**src/rtl/trap_ctrl_if.sv**
```systemverilog
`default_nettype none
// ============================================================================
// Module   : trap_ctrl_if
// Purpose  : Bundles the commit-stage, CSR-file and timer signals of the trap
//            sequencer.
//            slave  - seen from trap_ctrl (commit/CSR inputs in, writes out)
//            master - seen from the pipeline/CSR side driving trap_ctrl
// Ports    : commit_valid/pc/ecall/mret, mtie, mstatus_in, mtvec_in, mepc_in,
//            mtimecmp_we/wdata            -> into the sequencer
//            mepc/mcause/mstatus write ports, stall, redirect/redirect_addr,
//            mtip, mtime, mtimecmp       -> out of the sequencer
// Revision : 1.0 - initial release
// ============================================================================
interface trap_ctrl_if;
    logic        commit_valid;
    logic [63:0] commit_pc;
    logic        commit_ecall;
    logic        commit_mret;
    logic        mtie;
    logic [63:0] mstatus_in;
    logic [63:0] mtvec_in;
    logic [63:0] mepc_in;
    logic        mtimecmp_we;
    logic [63:0] mtimecmp_wdata;

    logic        mepc_we;
    logic [63:0] mepc_wdata;
    logic        mcause_we;
    logic [63:0] mcause_wdata;
    logic        mstatus_we;
    logic [63:0] mstatus_wdata;
    logic        stall;
    logic        redirect;
    logic [63:0] redirect_addr;
    logic        mtip;
    logic [63:0] mtime;
    logic [63:0] mtimecmp;

    modport slave (
        input  commit_valid, commit_pc, commit_ecall, commit_mret, mtie,
               mstatus_in, mtvec_in, mepc_in, mtimecmp_we, mtimecmp_wdata,
        output mepc_we, mepc_wdata, mcause_we, mcause_wdata, mstatus_we,
               mstatus_wdata, stall, redirect, redirect_addr, mtip, mtime,
               mtimecmp
    );

    modport master (
        output commit_valid, commit_pc, commit_ecall, commit_mret, mtie,
               mstatus_in, mtvec_in, mepc_in, mtimecmp_we, mtimecmp_wdata,
        input  mepc_we, mepc_wdata, mcause_we, mcause_wdata, mstatus_we,
               mstatus_wdata, stall, redirect, redirect_addr, mtip, mtime,
               mtimecmp
    );
endinterface
`default_nettype wire

```
**src/rtl/trap_ctrl.sv**
```systemverilog
`default_nettype none
// ============================================================================
// Module   : trap_ctrl
// Purpose  : Multi-cycle machine-mode trap sequencer. Owns every hardware
//            write to mepc/mcause/mstatus, takes ecall, mret and the machine
//            timer interrupt from commit, holds mtime/mtimecmp, stalls the
//            pipeline while busy and ends each sequence with one redirect.
// Ports    : clk  - system clock, rising edge
//            rst  - asynchronous active-high reset
//            bus  - trap_ctrl_if.slave (commit, CSR, timer and redirect signals)
// Params   : TICK_DIV     - clk cycles per mtime increment (1..65535)
//            MTIMECMP_RST - reset value of mtimecmp
// Revision : 1.0 - initial release
// ============================================================================
module trap_ctrl #(
    parameter int unsigned TICK_DIV     = 1,
    parameter logic [63:0] MTIMECMP_RST = 64'hFFFF_FFFF_FFFF_FFFF
) (
    input  logic       clk,
    input  logic       rst,
    trap_ctrl_if.slave bus
);

    localparam logic [2:0] S_IDLE   = 3'd0;
    localparam logic [2:0] S_T_SAVE = 3'd1;
    localparam logic [2:0] S_T_STAT = 3'd2;
    localparam logic [2:0] S_T_JMP  = 3'd3;
    localparam logic [2:0] S_R_STAT = 3'd4;
    localparam logic [2:0] S_R_JMP  = 3'd5;

    localparam logic [63:0] c_CAUSE_MTI   = 64'h8000_0000_0000_0007;
    localparam logic [63:0] c_CAUSE_ECALL = 64'h0000_0000_0000_000B;
    localparam logic [15:0] c_TICK_MAX    = 16'(TICK_DIV - 1);

    logic [2:0]  r_state;
    logic [2:0]  w_next;
    logic [15:0] r_tick;
    logic [63:0] r_mtime;
    logic [63:0] r_mtimecmp;
    logic [63:0] r_mepc_d;
    logic [63:0] r_mcause_d;
    logic [63:0] r_mstatus_hold;
    logic [63:0] r_target;

    logic        w_mtip;
    logic        w_irq;
    logic        w_take;
    logic        w_take_trap;
    logic        w_take_ret;
    logic [63:0] w_mstatus_trap;
    logic [63:0] w_mstatus_ret;

    logic        w_mepc_we;
    logic        w_mcause_we;
    logic        w_mstatus_we;
    logic        w_stall;
    logic        w_redirect;
    logic [63:0] w_mstatus_wdata;

    logic        w_unused;

    // ------------------------------------------------------------------
    // Timer: prescaler wraps at TICK_DIV-1 and bumps mtime on the wrap.
    // ------------------------------------------------------------------
    always_ff @(posedge clk or posedge rst) begin
        if (rst) begin
            r_tick  <= 16'd0;
            r_mtime <= 64'd0;
        end else if (r_tick == c_TICK_MAX) begin
            r_tick  <= 16'd0;
            r_mtime <= r_mtime + 64'd1;
        end else begin
            r_tick  <= r_tick + 16'd1;
        end
    end

    always_ff @(posedge clk or posedge rst) begin
        if (rst) begin
            r_mtimecmp <= MTIMECMP_RST;
        end else if (bus.mtimecmp_we) begin
            r_mtimecmp <= bus.mtimecmp_wdata;
        end
    end

    assign w_mtip = (r_mtime >= r_mtimecmp);

    // ------------------------------------------------------------------
    // Acceptance: interrupt beats ecall beats mret; only from IDLE.
    // ------------------------------------------------------------------
    assign w_irq       = w_mtip & bus.mtie & bus.mstatus_in[3];
    assign w_take      = (r_state == S_IDLE) & bus.commit_valid;
    assign w_take_trap = w_take & (w_irq | bus.commit_ecall);
    assign w_take_ret  = w_take & ~w_irq & ~bus.commit_ecall & bus.commit_mret;

    // mstatus images for trap entry (MPIE<=MIE, MIE<=0) and mret
    // (MIE<=MPIE, MPIE<=1); MPP is always machine mode.
    always_comb begin
        w_mstatus_trap        = bus.mstatus_in;
        w_mstatus_trap[7]     = bus.mstatus_in[3];
        w_mstatus_trap[3]     = 1'b0;
        w_mstatus_trap[12:11] = 2'b11;

        w_mstatus_ret         = bus.mstatus_in;
        w_mstatus_ret[3]      = bus.mstatus_in[7];
        w_mstatus_ret[7]      = 1'b1;
        w_mstatus_ret[12:11]  = 2'b11;
    end

    // ------------------------------------------------------------------
    // FSM: state register / next state / outputs
    // ------------------------------------------------------------------
    always_ff @(posedge clk or posedge rst) begin
        if (rst) begin
            r_state <= S_IDLE;
        end else begin
            r_state <= w_next;
        end
    end

    always_comb begin
        w_next = r_state;
        case (r_state)
            S_IDLE: begin
                if (w_take_trap) begin
                    w_next = S_T_SAVE;
                end else if (w_take_ret) begin
                    w_next = S_R_STAT;
                end
            end
            S_T_SAVE: w_next = S_T_STAT;
            S_T_STAT: w_next = S_T_JMP;
            S_T_JMP:  w_next = S_IDLE;
            S_R_STAT: w_next = S_R_JMP;
            S_R_JMP:  w_next = S_IDLE;
            default:  w_next = S_IDLE;
        endcase
    end

    always_comb begin
        w_mepc_we       = 1'b0;
        w_mcause_we     = 1'b0;
        w_mstatus_we    = 1'b0;
        w_redirect      = 1'b0;
        w_stall         = (r_state != S_IDLE);
        w_mstatus_wdata = r_mstatus_hold;
        case (r_state)
            S_T_SAVE: begin
                w_mepc_we   = 1'b1;
                w_mcause_we = 1'b1;
            end
            S_T_STAT: begin
                w_mstatus_we    = 1'b1;
                w_mstatus_wdata = w_mstatus_trap;
            end
            S_R_STAT: begin
                w_mstatus_we    = 1'b1;
                w_mstatus_wdata = w_mstatus_ret;
            end
            S_T_JMP, S_R_JMP: begin
                w_redirect = 1'b1;
            end
            default: ;
        endcase
    end

    // ------------------------------------------------------------------
    // Data latches. Each one only changes on entry to the cycle whose
    // strobe it accompanies, so the value holds while the strobe is low.
    // mstatus is taken live from mstatus_in during the STAT cycle and
    // copied into the hold register at its end.
    // ------------------------------------------------------------------
    always_ff @(posedge clk or posedge rst) begin
        if (rst) begin
            r_mepc_d       <= 64'd0;
            r_mcause_d     <= 64'd0;
            r_mstatus_hold <= 64'd0;
            r_target       <= 64'd0;
        end else begin
            if (w_take_trap) begin
                r_mepc_d   <= bus.commit_pc;
                r_mcause_d <= w_irq ? c_CAUSE_MTI : c_CAUSE_ECALL;
            end
            if (r_state == S_T_STAT) begin
                r_mstatus_hold <= w_mstatus_trap;
                r_target       <= {bus.mtvec_in[63:2], 2'b00};
            end
            if (r_state == S_R_STAT) begin
                r_mstatus_hold <= w_mstatus_ret;
                r_target       <= bus.mepc_in;
            end
        end
    end

    assign bus.mepc_we       = w_mepc_we;
    assign bus.mepc_wdata    = r_mepc_d;
    assign bus.mcause_we     = w_mcause_we;
    assign bus.mcause_wdata  = r_mcause_d;
    assign bus.mstatus_we    = w_mstatus_we;
    assign bus.mstatus_wdata = w_mstatus_wdata;
    assign bus.stall         = w_stall;
    assign bus.redirect      = w_redirect;
    assign bus.redirect_addr = r_target;
    assign bus.mtip          = w_mtip;
    assign bus.mtime         = r_mtime;
    assign bus.mtimecmp      = r_mtimecmp;

    // mtvec mode bits are dropped when forming the vector base.
    assign w_unused = &{1'b0, bus.mtvec_in[1:0]};

endmodule
`default_nettype wire
```
**src/flat_wrapper.sv**
```systemverilog
// flat-port wrapper written by rule: the top's interface ports become plain ports
module trap_ctrl_flat 
#(
    parameter int unsigned TICK_DIV     = 1,
    parameter logic [63:0] MTIMECMP_RST = 64'hFFFF_FFFF_FFFF_FFFF
)
  (clk, rst, bus_commit_valid, bus_commit_pc, bus_commit_ecall, bus_commit_mret, bus_mtie, bus_mstatus_in, bus_mtvec_in, bus_mepc_in, bus_mtimecmp_we, bus_mtimecmp_wdata, bus_mepc_we, bus_mepc_wdata, bus_mcause_we, bus_mcause_wdata, bus_mstatus_we, bus_mstatus_wdata, bus_stall, bus_redirect, bus_redirect_addr, bus_mtip, bus_mtime, bus_mtimecmp);
  trap_ctrl_if bus_i ();
  input  logic clk;
  input  logic rst;
  input wire logic [$bits(bus_i.commit_valid)-1:0] bus_commit_valid;
  input wire logic [$bits(bus_i.commit_pc)-1:0] bus_commit_pc;
  input wire logic [$bits(bus_i.commit_ecall)-1:0] bus_commit_ecall;
  input wire logic [$bits(bus_i.commit_mret)-1:0] bus_commit_mret;
  input wire logic [$bits(bus_i.mtie)-1:0] bus_mtie;
  input wire logic [$bits(bus_i.mstatus_in)-1:0] bus_mstatus_in;
  input wire logic [$bits(bus_i.mtvec_in)-1:0] bus_mtvec_in;
  input wire logic [$bits(bus_i.mepc_in)-1:0] bus_mepc_in;
  input wire logic [$bits(bus_i.mtimecmp_we)-1:0] bus_mtimecmp_we;
  input wire logic [$bits(bus_i.mtimecmp_wdata)-1:0] bus_mtimecmp_wdata;
  output wire logic [$bits(bus_i.mepc_we)-1:0] bus_mepc_we;
  output wire logic [$bits(bus_i.mepc_wdata)-1:0] bus_mepc_wdata;
  output wire logic [$bits(bus_i.mcause_we)-1:0] bus_mcause_we;
  output wire logic [$bits(bus_i.mcause_wdata)-1:0] bus_mcause_wdata;
  output wire logic [$bits(bus_i.mstatus_we)-1:0] bus_mstatus_we;
  output wire logic [$bits(bus_i.mstatus_wdata)-1:0] bus_mstatus_wdata;
  output wire logic [$bits(bus_i.stall)-1:0] bus_stall;
  output wire logic [$bits(bus_i.redirect)-1:0] bus_redirect;
  output wire logic [$bits(bus_i.redirect_addr)-1:0] bus_redirect_addr;
  output wire logic [$bits(bus_i.mtip)-1:0] bus_mtip;
  output wire logic [$bits(bus_i.mtime)-1:0] bus_mtime;
  output wire logic [$bits(bus_i.mtimecmp)-1:0] bus_mtimecmp;
  assign bus_i.commit_valid = bus_commit_valid;
  assign bus_i.commit_pc = bus_commit_pc;
  assign bus_i.commit_ecall = bus_commit_ecall;
  assign bus_i.commit_mret = bus_commit_mret;
  assign bus_i.mtie = bus_mtie;
  assign bus_i.mstatus_in = bus_mstatus_in;
  assign bus_i.mtvec_in = bus_mtvec_in;
  assign bus_i.mepc_in = bus_mepc_in;
  assign bus_i.mtimecmp_we = bus_mtimecmp_we;
  assign bus_i.mtimecmp_wdata = bus_mtimecmp_wdata;
  assign bus_mepc_we = bus_i.mepc_we;
  assign bus_mepc_wdata = bus_i.mepc_wdata;
  assign bus_mcause_we = bus_i.mcause_we;
  assign bus_mcause_wdata = bus_i.mcause_wdata;
  assign bus_mstatus_we = bus_i.mstatus_we;
  assign bus_mstatus_wdata = bus_i.mstatus_wdata;
  assign bus_stall = bus_i.stall;
  assign bus_redirect = bus_i.redirect;
  assign bus_redirect_addr = bus_i.redirect_addr;
  assign bus_mtip = bus_i.mtip;
  assign bus_mtime = bus_i.mtime;
  assign bus_mtimecmp = bus_i.mtimecmp;
  trap_ctrl #(.TICK_DIV(TICK_DIV), .MTIMECMP_RST(MTIMECMP_RST)) u_core (.clk(clk), .rst(rst), .bus(bus_i));
endmodule
```
**config.mk**
```make
export PLATFORM = sky130hd
export DESIGN_NAME = trap_ctrl_flat
export DESIGN_NICKNAME = d
export VERILOG_FILES = /design/src/rtl/trap_ctrl_if.sv /design/src/rtl/trap_ctrl.sv /design/src/flat_wrapper.sv
export SDC_FILE = /design/constraint.sdc
export NUM_CORES = 1
export LEC_CHECK = 0
export BUFFER_PORTS_ARGS = -buffer_cell sky130_fd_sc_hd__buf_2
export CAP_MARGIN = 10
export CORE_AREA = 2 2 275 277
export DETAILED_ROUTE_END_ITERATION = 8
export DIE_AREA = 0 0 277 279
export MAX_ROUTING_LAYER = met4
export REMOVE_ABC_BUFFERS = 1
export SETUP_SLACK_MARGIN = 0.4
export SLEW_MARGIN = 20
export SYNTH_ARGS = -nofsm -noshare
export SYNTH_HDL_FRONTEND = slang
export SYNTH_SLANG_ARGS = --single-unit
```
**constraint.sdc**
```tcl
create_clock -name clk -period 15 [get_ports clk]
set_clock_uncertainty 0.1 [all_clocks]
set_input_delay 3 -clock clk [delete_from_list [all_inputs] [get_ports clk]]
set_output_delay 3 -clock clk [all_outputs]
set_load 0.02 [all_outputs]
```
==> qor.yml <==
drt:
  ant_nets: 0
  via_per_inst: 4.672
  dr.pass1.iters: 5
  vias: 16630
  drtIter0Drc: 1318
  wire_per_inst_um: 17.91
  drcViolationCount: 0
  drt_wl_total_um: 63760
worst_setup_path:
  cp-end-kind: "output pin"
  worstPathRequired_ns: 11.90
  critPathMaxFanout: 3
  arrival_ns: 3.77
  cp-start-kind: "primary input"
  worstSetupPathType: "in2out"
clock_tree:
  tritoncts: "yes"
  cts.repair.resized: 0
  cts_setup_buffers: 0
  h-tree-depth: 2
  clockBufferDepth: 3
  cts_hold_buf: 0
  clkSinkCount: 341
  insertion_delay_ns: 0.58
  clkTransAtPathRegs_ns: 0.06
  root_buffer: "clkbuf_16"
  cts_made_buffers: 41
power_and_ir_drop:
  power_w: 0.003818
  peakVddDrop_mv: 0.1136
  p_switching_w: 0.001594
  power_leakage_nw: 11.66
  seq_power_share: 0.333
  p_per_area_mw_per_mm2: 162.6
  netSwitchingFraction: 0.4176
  power_frac_comb: 0.403
  internal_power_w: 0.002223
  clkPwrFrac: 0.264
global_routing:
  grt_antenna_before_repair: 11
  first_global_vias: 15950
  globalRouteOverflowTotal: 0
  grt_max_degree: 149
  grt_pass1_wl_um: 96050
  grtUsageTotal: 0.1626
finish:
  area_growth_pct: 29.10
  final_nets: 2943
  stdcell_count: 3560
  drive_gt1_frac: 0.3195
  postLayoutCellArea_mm2: 0.02347
  final_core_util: 0.3169
synthesis:
  async_reset_ff_frac: 1.000
  synth_edf_count: 0
  yosysSeqAreaShare: 0.4737
  yosys_warnings: 0
  synthTopCellsByArea: "dfrtp_1 (38%), dfstp_2 (9.2%), nand2_1 (8.7%), ha_1 (4.6%), nand3_1 (4.3%)"
  synthFlopType: "dfrtp_1"
  yosys-top-cells-count: "nand2_1 (421), dfrtp_1 (277), nand3_1 (157)"
  synth_top_cell_area_share: 0.3812
  syn_avg_cell_area_um2: 9.230
  syn_inst: 1970
  yosys.area.top_type: "dfrtp_1"
  synth_seq_cells: 341
  netlist_area_mm2: 0.01818
  synthMostInstantiatedCell: "nand2_1"
  synth_cell_type_count: 52
sta:
  tightestPinTransition_ns: 1.086
  slew_violations: 0
  fmax_mhz: 145.6
  rsz0062_at_grt: "no"
  fin_crit_ns: 6.869
  layout_worst_path_cycle_share: 0.4579
  slew_headroom: 0.2757
  setup_tns_ns: 0
  hold_viol: 0
  finalSetupViolations: 0
placement:
  dp.cells: 3475
  gp_congestion: 0.8895
  placed_area_mm2: 0.02209
  io_buffer_count: 653
  post-dp-hpwl_um: 46120
die:
  dieArea_mm2: 0.07728
  initial_core_util: 0.2455
  io_pins: 717
  core_area_mm2: 0.07407
  die_w_um: 277
  fp-row-count: 100
  die_h_um: 279
min_path:
  hold_class: "reg2reg"
run:
  maxCapViolations: 0
status:
  status: "completed"
## through the flow
stage / hold WS [ns] / setup WS [ns]
finish: 0.3660 / 8.131
global route: 0.3819 / 7.927
CTS: 0.3650 / 8.122
detailed placement: 0.3475 / 8.122
global placement: 0.3439 / 8.133
floorplan: 0.3247 / 2.554
## power groups by stage
stage / clock, W / sequential (W) / combinational, W
floorplan: 0 / 0.00145 / 0.000821
global placement: 0 / 0.00128 / 0.00153
detailed placement: 0 / 0.00128 / 0.00155
CTS: 0.00104 / 0.00127 / 0.00155
global route: 0.00108 / 0.00130 / 0.00169
finish: 0.00101 / 0.00127 / 0.00154
## final cells by class
type	count	area, µm²
timing repair buffer	671	3421
multi-input combinational	1420	8554
inverter	74	285.3
fill	7809	50600
antenna	9	22.52
clock inverter	16	187.7
sequential	341	8613
clock buffer	60	1177
tap	969	1212
## cell usage in the layout, fill, tap and decap left out, types with 4 or more instances in the layout
cell type	n
inv_1	72
dfrtp_1	277
xnor2_1	58
conb_1	59
and4_1	11
and2_1	7
clkinv_2	9
a221oi_1	67
xor2_1	21
nand4_1	27
o2111ai_1	64
dfstp_2	64
nand2_1	420
a21oi_1	26
clkbuf_8	8
clkbuf_16	41
nor2b_1	64
ha_1	67
o21ai_0	137
nor3_1	11
a21o_1	6
mux2i_1	62
buf_4	19
nand2b_1	4
diode_2	9
nor4_1	7
nor2_1	31
clkbuf_1	11
buf_2	651
nand3_1	157
and3_1	73
## per-layer routing
metal  track usage  vias to the layer above  share of wire  wire length [µm]
met5             -                        -              0                 0
met4       0.05254                        0          0.029              1853
met3       0.04184                       93          0.074              4747
met2        0.2523                      569           0.47             29780
met1        0.2068                     8024           0.43             27380
li1              -                     7946              -                 -
## critical path: stages
cell	delay, ns
buf_2	0.17
o31ai_1	0.27
a21oi_1	0.11
buf_2	0.21
## logic make-up after synthesis
| family | after synthesis | share of synthesized area |
|---|---|---|
| and+or+nand+nor | 832 | 0.2179 |
| muxes | 64 | 0.03537 |
| buffers and inverters | 267 | 0.06998 |
| AOI/OAI and AO/OA | 319 | 0.1187 |
| xor gates and xnor gates | 79 | 0.03805 |
| other | 1 | 0.0002062 |
| adders and majority gates | 67 | 0.04610 |
| DFF | 341 | 0.4737 |
## registers in the layout (all words and copies together), names as in the netlist
name	cells
u_core.bus.mepc_wdata	64
u_core.bus.mtime	64
u_core.bus.mtimecmp	64
u_core.bus.redirect_addr	64
u_core.r_mstatus_hold	63
u_core.r_tick	16
u_core.bus.mcause_wdata	3
u_core.r_state	3
## final timing paths
check                           cells after the start  slack [ns]                            to                      start
worst max-delay path                                4        8.13          bus_mstatus_wdata[7]          bus_mstatus_in[3]
worst min-delay path                                2        0.37     u_core.r_mstatus_hold[62]  u_core.r_mstatus_hold[62]
worst max register to register                     10       11.04             u_core.r_state[2]    u_core.bus.mtimecmp[63]
worst min register to register                      2        0.37     u_core.r_mstatus_hold[62]  u_core.r_mstatus_hold[62]
max in group asynchronous                           4       10.32     u_core.bus.mepc_wdata[44]                        rst
min in group asynchronous                           2        2.39  u_core.bus.redirect_addr[44]                        rst
No activity file was read; power rests on OpenSTA's default activity.
